==> config.mk <==
export PLATFORM = sky130hd
export DESIGN_NAME = mac_tx_arbiter_flat
export DESIGN_NICKNAME = d
export VERILOG_FILES = /design/src/rtl/sdr_eth_pkg.sv /design/src/rtl/mac_tx_arbiter_if.sv /design/src/rtl/rr_arbiter2.sv /design/src/rtl/mac_tx_arbiter.sv /design/src/flat_wrapper.sv
export SDC_FILE = /design/constraint.sdc
export NUM_CORES = 1
export LEC_CHECK = 0
export ABC_AREA = 1
export CAP_MARGIN = 20
export CORE_UTILIZATION = 42
export DETAILED_ROUTE_END_ITERATION = 12
export PLACE_DENSITY = 0.76
export RECOVER_POWER = 25
export SYNTH_ARGS = -nofsm -noshare
export SYNTH_HDL_FRONTEND = slang
export SYNTH_HIERARCHICAL = 1
export SYNTH_SLANG_ARGS = --single-unit
==> constraint.sdc <==
create_clock -name clk -period 1.7 [get_ports clk]
set_clock_uncertainty 0.2 [all_clocks]
set_input_delay 0.17 -clock clk [delete_from_list [all_inputs] [get_ports clk]]
set_output_delay 0.17 -clock clk [all_outputs]
set_load 0.01 [all_outputs]
==> src/rtl/sdr_eth_pkg.sv <==
`default_nettype none
// ============================================================================
//  Module      : sdr_eth_pkg
//  Description : Shared Ethernet TX constants and the MAC TX arbiter state
//                type, used by the arbiter and the IQ packetizer.
//  Revision    : 1.0 - initial release
// ============================================================================
package sdr_eth_pkg;

  // Largest untagged Ethernet frame in bytes (beats on the byte stream)
  localparam int ETH_MAX_FRAME   = 1518;
  // Default inter-frame idle gap in clock cycles
  localparam int ETH_IFG_DEFAULT = 16;

  typedef enum logic [1:0] {
    IDLE  = 2'd0,
    XFER  = 2'd1,
    DRAIN = 2'd2,
    GAP   = 2'd3
  } arb_state_t;

  // Port index (0/1) to one-hot grant vector
  function automatic logic [1:0] port_onehot(input logic idx);
    return idx ? 2'b10 : 2'b01;
  endfunction

endpackage
`default_nettype wire

==> src/rtl/mac_tx_arbiter_if.sv <==
`default_nettype none
// ============================================================================
//  Module      : mac_tx_arbiter_if
//  Description : Byte-wide AXI-Stream link (tdata/tvalid/tlast/tuser/tready)
//                between frame sources, the TX arbiter and the MAC.
//  Revision    : 1.0 - initial release
// ============================================================================
interface mac_tx_arbiter_if;
  logic [7:0] tdata;
  logic       tvalid;
  logic       tlast;
  logic       tuser;
  logic       tready;

  modport master (output tdata, output tvalid, output tlast, output tuser, input  tready);
  modport slave  (input  tdata, input  tvalid, input  tlast, input  tuser, output tready);
endinterface
`default_nettype wire

==> src/rtl/rr_arbiter2.sv <==
`default_nettype none
// ============================================================================
//  Module      : rr_arbiter2
//  Description : Two-request picker with a last-granted pointer. Round-robin
//                on ties, or port 0 always first when FIXED_PRIO is set.
//                The one-hot grant is registered on the take strobe.
//  Revision    : 1.0 - initial release
// ============================================================================
module rr_arbiter2
  import sdr_eth_pkg::*;
#(
  parameter int FIXED_PRIO = 0
) (
  input  wire logic       clk,
  input  wire logic       rst,
  input  wire logic [1:0] i_req,
  input  wire logic       i_take,
  output logic      [1:0] o_grant
);

  logic       r_last;   // index of the most recently granted port
  logic [1:0] r_grant;
  logic       w_win;    // index of the winning port for the current requests

  // Pick the winner: a lone requester wins, a tie goes to priority or pointer
  always_comb begin
    w_win = 1'b0;
    if (i_req == 2'b10) begin
      w_win = 1'b1;
    end else if (i_req == 2'b11) begin
      w_win = (FIXED_PRIO != 0) ? 1'b0 : ~r_last;
    end
  end

  // Capture the grant and move the pointer whenever a grant is taken
  always_ff @(posedge clk) begin
    if (rst) begin
      r_last  <= 1'b1;
      r_grant <= 2'b00;
    end else if (i_take) begin
      r_last  <= w_win;
      r_grant <= port_onehot(w_win);
    end
  end

  assign o_grant = r_grant;

endmodule
`default_nettype wire

==> src/rtl/mac_tx_arbiter.sv <==
`default_nettype none
// ============================================================================
//  Module      : mac_tx_arbiter
//  Description : Frame-atomic arbiter sharing the MAC TX byte stream between
//                two sources, with an enforced inter-frame gap and forced
//                truncation of runaway frames.
//  Revision    : 1.0 - initial release
// ============================================================================
module mac_tx_arbiter
  import sdr_eth_pkg::*;
#(
  parameter int IFG_CYCLES      = ETH_IFG_DEFAULT,
  parameter int FIXED_PRIO      = 0,
  parameter int MAX_FRAME_BYTES = ETH_MAX_FRAME
) (
  input  wire logic        clk,
  input  wire logic        rst,
  mac_tx_arbiter_if.slave  s0,
  mac_tx_arbiter_if.slave  s1,
  mac_tx_arbiter_if.master m,
  output logic [1:0]       grant,
  output logic             busy,
  output logic             trunc_pulse
);

  localparam int CNT_W = $clog2(MAX_FRAME_BYTES + 1);
  localparam int GAP_W = (IFG_CYCLES > 1) ? $clog2(IFG_CYCLES) : 1;
  // Count value seen while the last permitted beat is on the bus
  localparam logic [CNT_W-1:0] c_trunc_at = CNT_W'(MAX_FRAME_BYTES - 1);
  localparam logic [GAP_W-1:0] c_gap_load = (IFG_CYCLES > 0) ? GAP_W'(IFG_CYCLES - 1) : '0;
  localparam arb_state_t       c_end_state = (IFG_CYCLES > 0) ? GAP : IDLE;

  arb_state_t       r_state;
  arb_state_t       w_next;
  logic [CNT_W-1:0] r_beat_cnt;
  logic [GAP_W-1:0] r_gap_cnt;
  logic [1:0]       w_grant;
  logic [1:0]       w_req;
  logic             w_take;
  logic             w_sel;
  logic [7:0]       w_src_data;
  logic             w_src_valid, w_src_last, w_src_user;
  logic             w_at_limit, w_beat, w_drain_last;
  logic             w_s0_ready, w_s1_ready;
  logic [7:0]       w_m_data;
  logic             w_m_valid, w_m_last, w_m_user, w_trunc;

  assign w_req  = {s1.tvalid, s0.tvalid};
  assign w_take = (r_state == IDLE) && (w_req != 2'b00);

  rr_arbiter2 #(
    .FIXED_PRIO (FIXED_PRIO)
  ) u_rr (
    .clk     (clk),
    .rst     (rst),
    .i_req   (w_req),
    .i_take  (w_take),
    .o_grant (w_grant)
  );

  // Granted source selection; only meaningful outside IDLE
  assign w_sel        = w_grant[1];
  assign w_src_data   = w_sel ? s1.tdata  : s0.tdata;
  assign w_src_valid  = w_sel ? s1.tvalid : s0.tvalid;
  assign w_src_last   = w_sel ? s1.tlast  : s0.tlast;
  assign w_src_user   = w_sel ? s1.tuser  : s0.tuser;

  // A source tlast on the limit beat is a normal end of frame, not a truncation
  assign w_at_limit   = (r_beat_cnt == c_trunc_at) && !w_src_last;
  assign w_beat       = (r_state == XFER) && w_src_valid && m.tready;
  assign w_drain_last = (r_state == DRAIN) && w_src_valid && w_src_last;

  // State register
  always_ff @(posedge clk) begin
    if (rst) r_state <= IDLE;
    else     r_state <= w_next;
  end

  // Next-state logic: grants only from IDLE, whole frames only
  always_comb begin
    w_next = r_state;
    case (r_state)
      IDLE:    if (w_req != 2'b00) w_next = XFER;
      XFER:    if (w_beat) begin
                 if (w_src_last)      w_next = c_end_state;
                 else if (w_at_limit) w_next = DRAIN;
               end
      DRAIN:   if (w_drain_last) w_next = c_end_state;
      GAP:     if (r_gap_cnt == '0) w_next = IDLE;
      default: w_next = IDLE;
    endcase
  end

  // Output logic: everything gated by state so idle outputs are all zero
  always_comb begin
    w_m_data   = 8'h00;
    w_m_valid  = 1'b0;
    w_m_last   = 1'b0;
    w_m_user   = 1'b0;
    w_s0_ready = 1'b0;
    w_s1_ready = 1'b0;
    w_trunc    = 1'b0;
    case (r_state)
      XFER: begin
        w_m_data  = w_src_data;
        w_m_valid = w_src_valid;
        w_m_last  = w_src_last | w_at_limit;
        w_m_user  = w_src_user | w_at_limit;
        w_trunc   = w_beat & w_at_limit;
        if (w_sel) w_s1_ready = m.tready;
        else       w_s0_ready = m.tready;
      end
      DRAIN: begin
        if (w_sel) w_s1_ready = 1'b1;
        else       w_s0_ready = 1'b1;
      end
      default: ;
    endcase
  end

  // Frame beat counter, restarted on every grant
  always_ff @(posedge clk) begin
    if (rst)         r_beat_cnt <= '0;
    else if (w_take) r_beat_cnt <= '0;
    else if (w_beat) r_beat_cnt <= r_beat_cnt + CNT_W'(1);
  end

  // Inter-frame gap counter, loaded on entry to GAP
  always_ff @(posedge clk) begin
    if (rst)                                      r_gap_cnt <= '0;
    else if ((r_state != GAP) && (w_next == GAP)) r_gap_cnt <= c_gap_load;
    else if ((r_state == GAP) && (r_gap_cnt != '0)) r_gap_cnt <= r_gap_cnt - GAP_W'(1);
  end

  assign m.tdata     = w_m_data;
  assign m.tvalid    = w_m_valid;
  assign m.tlast     = w_m_last;
  assign m.tuser     = w_m_user;
  assign s0.tready   = w_s0_ready;
  assign s1.tready   = w_s1_ready;
  assign grant       = (r_state != IDLE) ? w_grant : 2'b00;
  assign busy        = (r_state != IDLE);
  assign trunc_pulse = w_trunc;

endmodule
`default_nettype wire

==> src/flat_wrapper.sv <==
// flat-port wrapper written by rule: the top's interface ports become plain ports
module mac_tx_arbiter_flat import sdr_eth_pkg::*;
#(
  parameter int IFG_CYCLES      = ETH_IFG_DEFAULT,
  parameter int FIXED_PRIO      = 0,
  parameter int MAX_FRAME_BYTES = ETH_MAX_FRAME
)
  (clk, rst, grant, busy, trunc_pulse, s0_tdata, s0_tvalid, s0_tlast, s0_tuser, s0_tready, s1_tdata, s1_tvalid, s1_tlast, s1_tuser, s1_tready, m_tdata, m_tvalid, m_tlast, m_tuser, m_tready);
  mac_tx_arbiter_if s0_i ();
  mac_tx_arbiter_if s1_i ();
  mac_tx_arbiter_if m_i ();
  input  wire logic clk;
  input  wire logic rst;
  output logic [1:0] grant;
  output logic busy;
  output logic trunc_pulse;
  input wire logic [$bits(s0_i.tdata)-1:0] s0_tdata;
  input wire logic [$bits(s0_i.tvalid)-1:0] s0_tvalid;
  input wire logic [$bits(s0_i.tlast)-1:0] s0_tlast;
  input wire logic [$bits(s0_i.tuser)-1:0] s0_tuser;
  output wire logic [$bits(s0_i.tready)-1:0] s0_tready;
  input wire logic [$bits(s1_i.tdata)-1:0] s1_tdata;
  input wire logic [$bits(s1_i.tvalid)-1:0] s1_tvalid;
  input wire logic [$bits(s1_i.tlast)-1:0] s1_tlast;
  input wire logic [$bits(s1_i.tuser)-1:0] s1_tuser;
  output wire logic [$bits(s1_i.tready)-1:0] s1_tready;
  output wire logic [$bits(m_i.tdata)-1:0] m_tdata;
  output wire logic [$bits(m_i.tvalid)-1:0] m_tvalid;
  output wire logic [$bits(m_i.tlast)-1:0] m_tlast;
  output wire logic [$bits(m_i.tuser)-1:0] m_tuser;
  input wire logic [$bits(m_i.tready)-1:0] m_tready;
  assign s0_i.tdata = s0_tdata;
  assign s0_i.tvalid = s0_tvalid;
  assign s0_i.tlast = s0_tlast;
  assign s0_i.tuser = s0_tuser;
  assign s0_tready = s0_i.tready;
  assign s1_i.tdata = s1_tdata;
  assign s1_i.tvalid = s1_tvalid;
  assign s1_i.tlast = s1_tlast;
  assign s1_i.tuser = s1_tuser;
  assign s1_tready = s1_i.tready;
  assign m_tdata = m_i.tdata;
  assign m_tvalid = m_i.tvalid;
  assign m_tlast = m_i.tlast;
  assign m_tuser = m_i.tuser;
  assign m_i.tready = m_tready;
  mac_tx_arbiter #(.IFG_CYCLES(IFG_CYCLES), .FIXED_PRIO(FIXED_PRIO), .MAX_FRAME_BYTES(MAX_FRAME_BYTES)) u_core (.clk(clk), .rst(rst), .s0(s0_i), .s1(s1_i), .m(m_i), .grant(grant), .busy(busy), .trunc_pulse(trunc_pulse));
endmodule
==> results.txt <==
----------------------------------------------------
[Timing]
  Slew HR ... 82.6%
  Clock period minus final worst setup slack ... 1900 ps
  Maximum operating frequency ... 527 MHz
  Endpoints failing setup ... 18
  Number of failing hold endpoints at the final stage ... 0
  Final number of max-transition violations ... 0
  Share of the clock period used by the worst path ... 112%
  RSZ-0062 raised after global routing ... true
  Worst-Margin Slew ... 259 ps
  Setup WS post-layout ... -198 ps

[CTS]
  Buffers from clock root to sink, at most ... 2
  CTS tree ... done
  Hold-fix buffers, CTS ... 0
  Number of buffers inserted during clock tree synthesis ... 3
  Number of H-tree levels ... 1
  Clock-pin slew on the worst setup and hold paths ... 110 ps
  Clock latency on the worst-skew pair ... 290 ps
  Root buffer cell ... sky130_fd_sc_hd__clkbuf_4
  TritonCTS Sinks ... 20

[Final layout]
  Utilization of the core after routing ... 77.6%
  Final-layout fill cell count ... 206
  Share of final-layout standard cells stronger than drive strength 1 ... 44.7%
  Number of antenna diodes ... 0
  Number of nets at the end of the flow ... 335
  Multi-input combinational cell area ... 993 sq um
  Sequential cell area ... 412 sq um
  Area growth from synthesis to layout ... 76.0%

[Power and ir drop]
  Total internal power ... 761 uW
  Max IR drop VDD ... 473 uV
  Pwr per Cell Area ... 473 nW/um^2
  Clock share of power ... 19.8%
  Part of the power in combinational logic ... 35.7%
  Standby leakage power ... 1.05 nW
  Net switching share of the total power ... 31.5%
  Power Total ... 1.11 mW
  Sequential group share of total power ... 44.5%
  Switching power ... 351 uW

[Placed design]
  Half-perimeter wire length after detailed placement ... 2760 microns
  Port Buf Inserts ... 41
  Gpl congestion ... 0.796

[Die]
  Die Span Y ... 58.4 microns
  Cell Rows ... 20
  Starting density of the core ... 44.1%
  DIE AREA ... 3410 sq um
  Area of the core region ... 3030 sq um
  Io pins ... 42
  Die boundary width ... 58.4 microns

[Logic synthesis]
  Synth Instances ... 211
  Netlist cell types ... 28
  Syn nets ... 244
  Share of synthesized area spent on multiplexers ... 0%
  Sequential cell area fraction in the yosys report ... 30.0%
  Main combinational cell family by area after synthesis ... simple AND/OR/NAND/NOR gates
  Synth Area in XOR/XNOR ... 2.62%
  Share of synthesized cell area in and, or, nand and nor gates ... 34.6%
  Total standard cell area after synthesis ... 1340 sq um
  Seq cells post-synth ... 20
  Adder and majority cell fraction of the synthesized area ... 7.50%
  Post-synthesis compound-gate area fraction ... 14.5%
  Count of warnings emitted by yosys ... 6
  Synthesized area divided by synthesized cell count ... 6.33 sq um

[GRT]
  Total overflow reported by the global router ... 0
  Global-route wire length before repair ... 6210 microns
  Antenna violations before repair ... 0
  Maximum number of pins on one net before global-route repair ... 13
  Via count of the first global-routing pass ... 1517
  All-Layer GR Usage ... 23.3%

[Routing]
  Pre-antenna DRT Iters ... 4
  DR vias/cell ... 5.03
  Drt drc ... 0
  Vias ... 1731
  Overall routed net length ... 4740 microns
  Drt first-iter violations ... 95
  Per-cell routed wire length ... 13.8 microns
  Post-DRT Antenna Nets ... 0

[Run status]
  Outcome ... complete, but fails checks
  Violations in the final reports ... setup timing

[Job]
  Max-capacitance violation count ... 0

[Worst setup path]
  Type of the worst setup path ... reg2reg
  Arrival @ worst endpoint ... 1890 ps
  Cells along the critical path ... inv_2 -> ha_4 -> nand4_1 -> nor2_2 -> buf_4 -> nand3_4 -> buf_6 -> nand2_2 -> nand2_2 -> nand2_2 -> nand2_2 -> nand2_4 -> a21oi_2
  Longest individual stage delay on the worst path ... 340 ps
  Type of element launching the critical path ... flip-flop
  Most repeated library cell on the critical path ... sky130_fd_sc_hd__nand2_2
  Slowest CP cell ... sky130_fd_sc_hd__dfxtp_2
  Family with the most delay on the worst path ... simple AND/OR/NAND/NOR gates
  Buf/Inv on CP ... 3
  Data required time at the worst endpoint ... 1700 ps
  Kind of capture point of the worst setup path ... flip-flop
  Largest fanout on the critical path ... 4

[Worst hold path]
  Class of the tightest hold or removal check ... reg2reg

----------------------------------------------------
[final cells by class]
type | count | area share [%]
clock buffers | 3 | 0.958
inverters | 34 | 5.54
multi-input cells | 154 | 42.3
flip-flops and latches | 20 | 17.5
well taps | 44 | 2.34
repair buffers | 89 | 31.4
[cell usage in the layout (no fill, tap or decap), drive strengths merged, types with 2 or more instances in the layout]
master	count
clkdlybuf4s50	24
inv	32
ha	8
nand3	8
dfxtp	20
nor2	42
a21oi	15
buf	62
nand2	45
nand4	2
nor3	5
o21ai	20
xor2	4
clkinv	2
clkbuf	5
[state kept, by name, indices dropped and copies added, names as in the netlist]
name,cells
u_core/r_state,2
u_core/r_gap_cnt,4
u_core/u_rr/o_grant,2
u_core/u_rr/r_last,1
u_core/r_beat_cnt,11
[power by group through the flow]
| stage | Clock [mW] | Combinational [mW] | Sequential, mW |
|---|---|---|---|
| finish | 0.220 | 0.397 | 0.494 |
| global route | 0.244 | 0.425 | 0.496 |
| CTS | 0.233 | 0.324 | 0.493 |
| detailed placement | 0 | 0.326 | 0.501 |
| global placement | 0 | 0.321 | 0.500 |
| floorplan | 0 | 0.139 | 0.500 |
[per-stage QoR]
step | setup slack (ps) | TNS, ps | instances | hold WS [ps] | cell area (sq um)
after floorplan | 38.7 | 0 | 211 | 32.4 | 1340
after detailed placement | -302 | -5020 | 332 | 263 | 2080
after CTS | -87.8 | -541 | 339 | 283 | 2150
after global placement | -292 | -4310 | 332 | 252 | 2080
final | -198 | -1780 | 344 | 284 | 2350
after global routing | -307 | -3770 | 344 | 315 | 2350
[path summary, 6_finish.rpt]
| path | slack [ps] | cells past startpoint | to | start |
|---|---|---|---|---|
| worst max-delay path | -200 | 13 | u_core/r_gap_cnt[2] | u_core/r_beat_cnt[1] |
| worst min-delay path | 280 | 2 | u_core/r_beat_cnt[10] | u_core/r_beat_cnt[10] |
| worst max register to register | -200 | 13 | u_core/r_gap_cnt[2] | u_core/r_beat_cnt[1] |
| worst min register to register | 280 | 2 | u_core/r_beat_cnt[10] | u_core/r_beat_cnt[10] |
[metal layers]
layer  GRT usage, %  routed length [microns]
met5              0                        0
met3           5.49                      399
met2           45.0                     2440
met4           5.10                       40
met1           25.7                     1860
[cell families after synthesis]
family                     after synthesis
and+or+nand+nor                        105
xor gates and xnor gates                 4
AOI/OAI and AO/OA                       37
adders and majority gates                8
buffers and inverters                   37
DFF                                     20
[synth_stat cells]
cell type | n | area [sq um]
sky130_fd_sc_hd__clkinv_1 | 2 | 7.51
sky130_fd_sc_hd__nand3_1 | 6 | 30.0
sky130_fd_sc_hd__a21oi_1 | 14 | 70.1
sky130_fd_sc_hd__o21ai_1 | 2 | 10.0
sky130_fd_sc_hd__ha_1 | 8 | 100
sky130_fd_sc_hd__dfxtp_1 | 20 | 400
sky130_fd_sc_hd__a31oi_1 | 1 | 6.26
sky130_fd_sc_hd__nand2_1 | 41 | 154
sky130_fd_sc_hd__nor3b_1 | 1 | 7.51
sky130_fd_sc_hd__clkbuf_1 | 1 | 3.75
sky130_fd_sc_hd__inv_2 | 1 | 3.75
sky130_fd_sc_hd__nor2_2 | 3 | 18.8
sky130_fd_sc_hd__nand2_2 | 3 | 18.8
sky130_fd_sc_hd__nor3_1 | 4 | 20.0
sky130_fd_sc_hd__nor4_1 | 1 | 6.26
sky130_fd_sc_hd__nand2_4 | 1 | 11.3
sky130_fd_sc_hd__xor2_1 | 4 | 35.0
sky130_fd_sc_hd__inv_4 | 1 | 6.26
sky130_fd_sc_hd__nand4_1 | 2 | 12.5
sky130_fd_sc_hd__nand3_2 | 2 | 20.0
sky130_fd_sc_hd__a31o_2 | 1 | 8.76
sky130_fd_sc_hd__a21oi_2 | 1 | 8.76
sky130_fd_sc_hd__o21ai_0 | 18 | 90.1
sky130_fd_sc_hd__buf_2 | 2 | 10.0
sky130_fd_sc_hd__inv_1 | 30 | 113
sky130_fd_sc_hd__and3_1 | 1 | 6.26
sky130_fd_sc_hd__nor2_1 | 39 | 146
sky130_fd_sc_hd__nor3_2 | 1 | 10.0
[worst register-to-register path, stage by stage (launching register included)]
cell and delay [ps]:
sky130_fd_sc_hd__dfxtp_2 340, sky130_fd_sc_hd__inv_2 60, sky130_fd_sc_hd__ha_4 130, sky130_fd_sc_hd__nand4_1 140, sky130_fd_sc_hd__nor2_2 170, sky130_fd_sc_hd__buf_4 130, sky130_fd_sc_hd__nand3_4 60, sky130_fd_sc_hd__buf_6 120
sky130_fd_sc_hd__nand2_2 60, sky130_fd_sc_hd__nand2_2 70, sky130_fd_sc_hd__nand2_2 90, sky130_fd_sc_hd__nand2_2 70, sky130_fd_sc_hd__nand2_4 100, sky130_fd_sc_hd__a21oi_2 60
[timing repair]
action                     4_1_cts  5_1_grt
pin swaps                       18       27
gates resized for setup         93       63
cloned                           0        1
setup endpoints to repair       29       29
setup buffers                    4        6
Note: power is estimated with default switching activity, not from simulation.
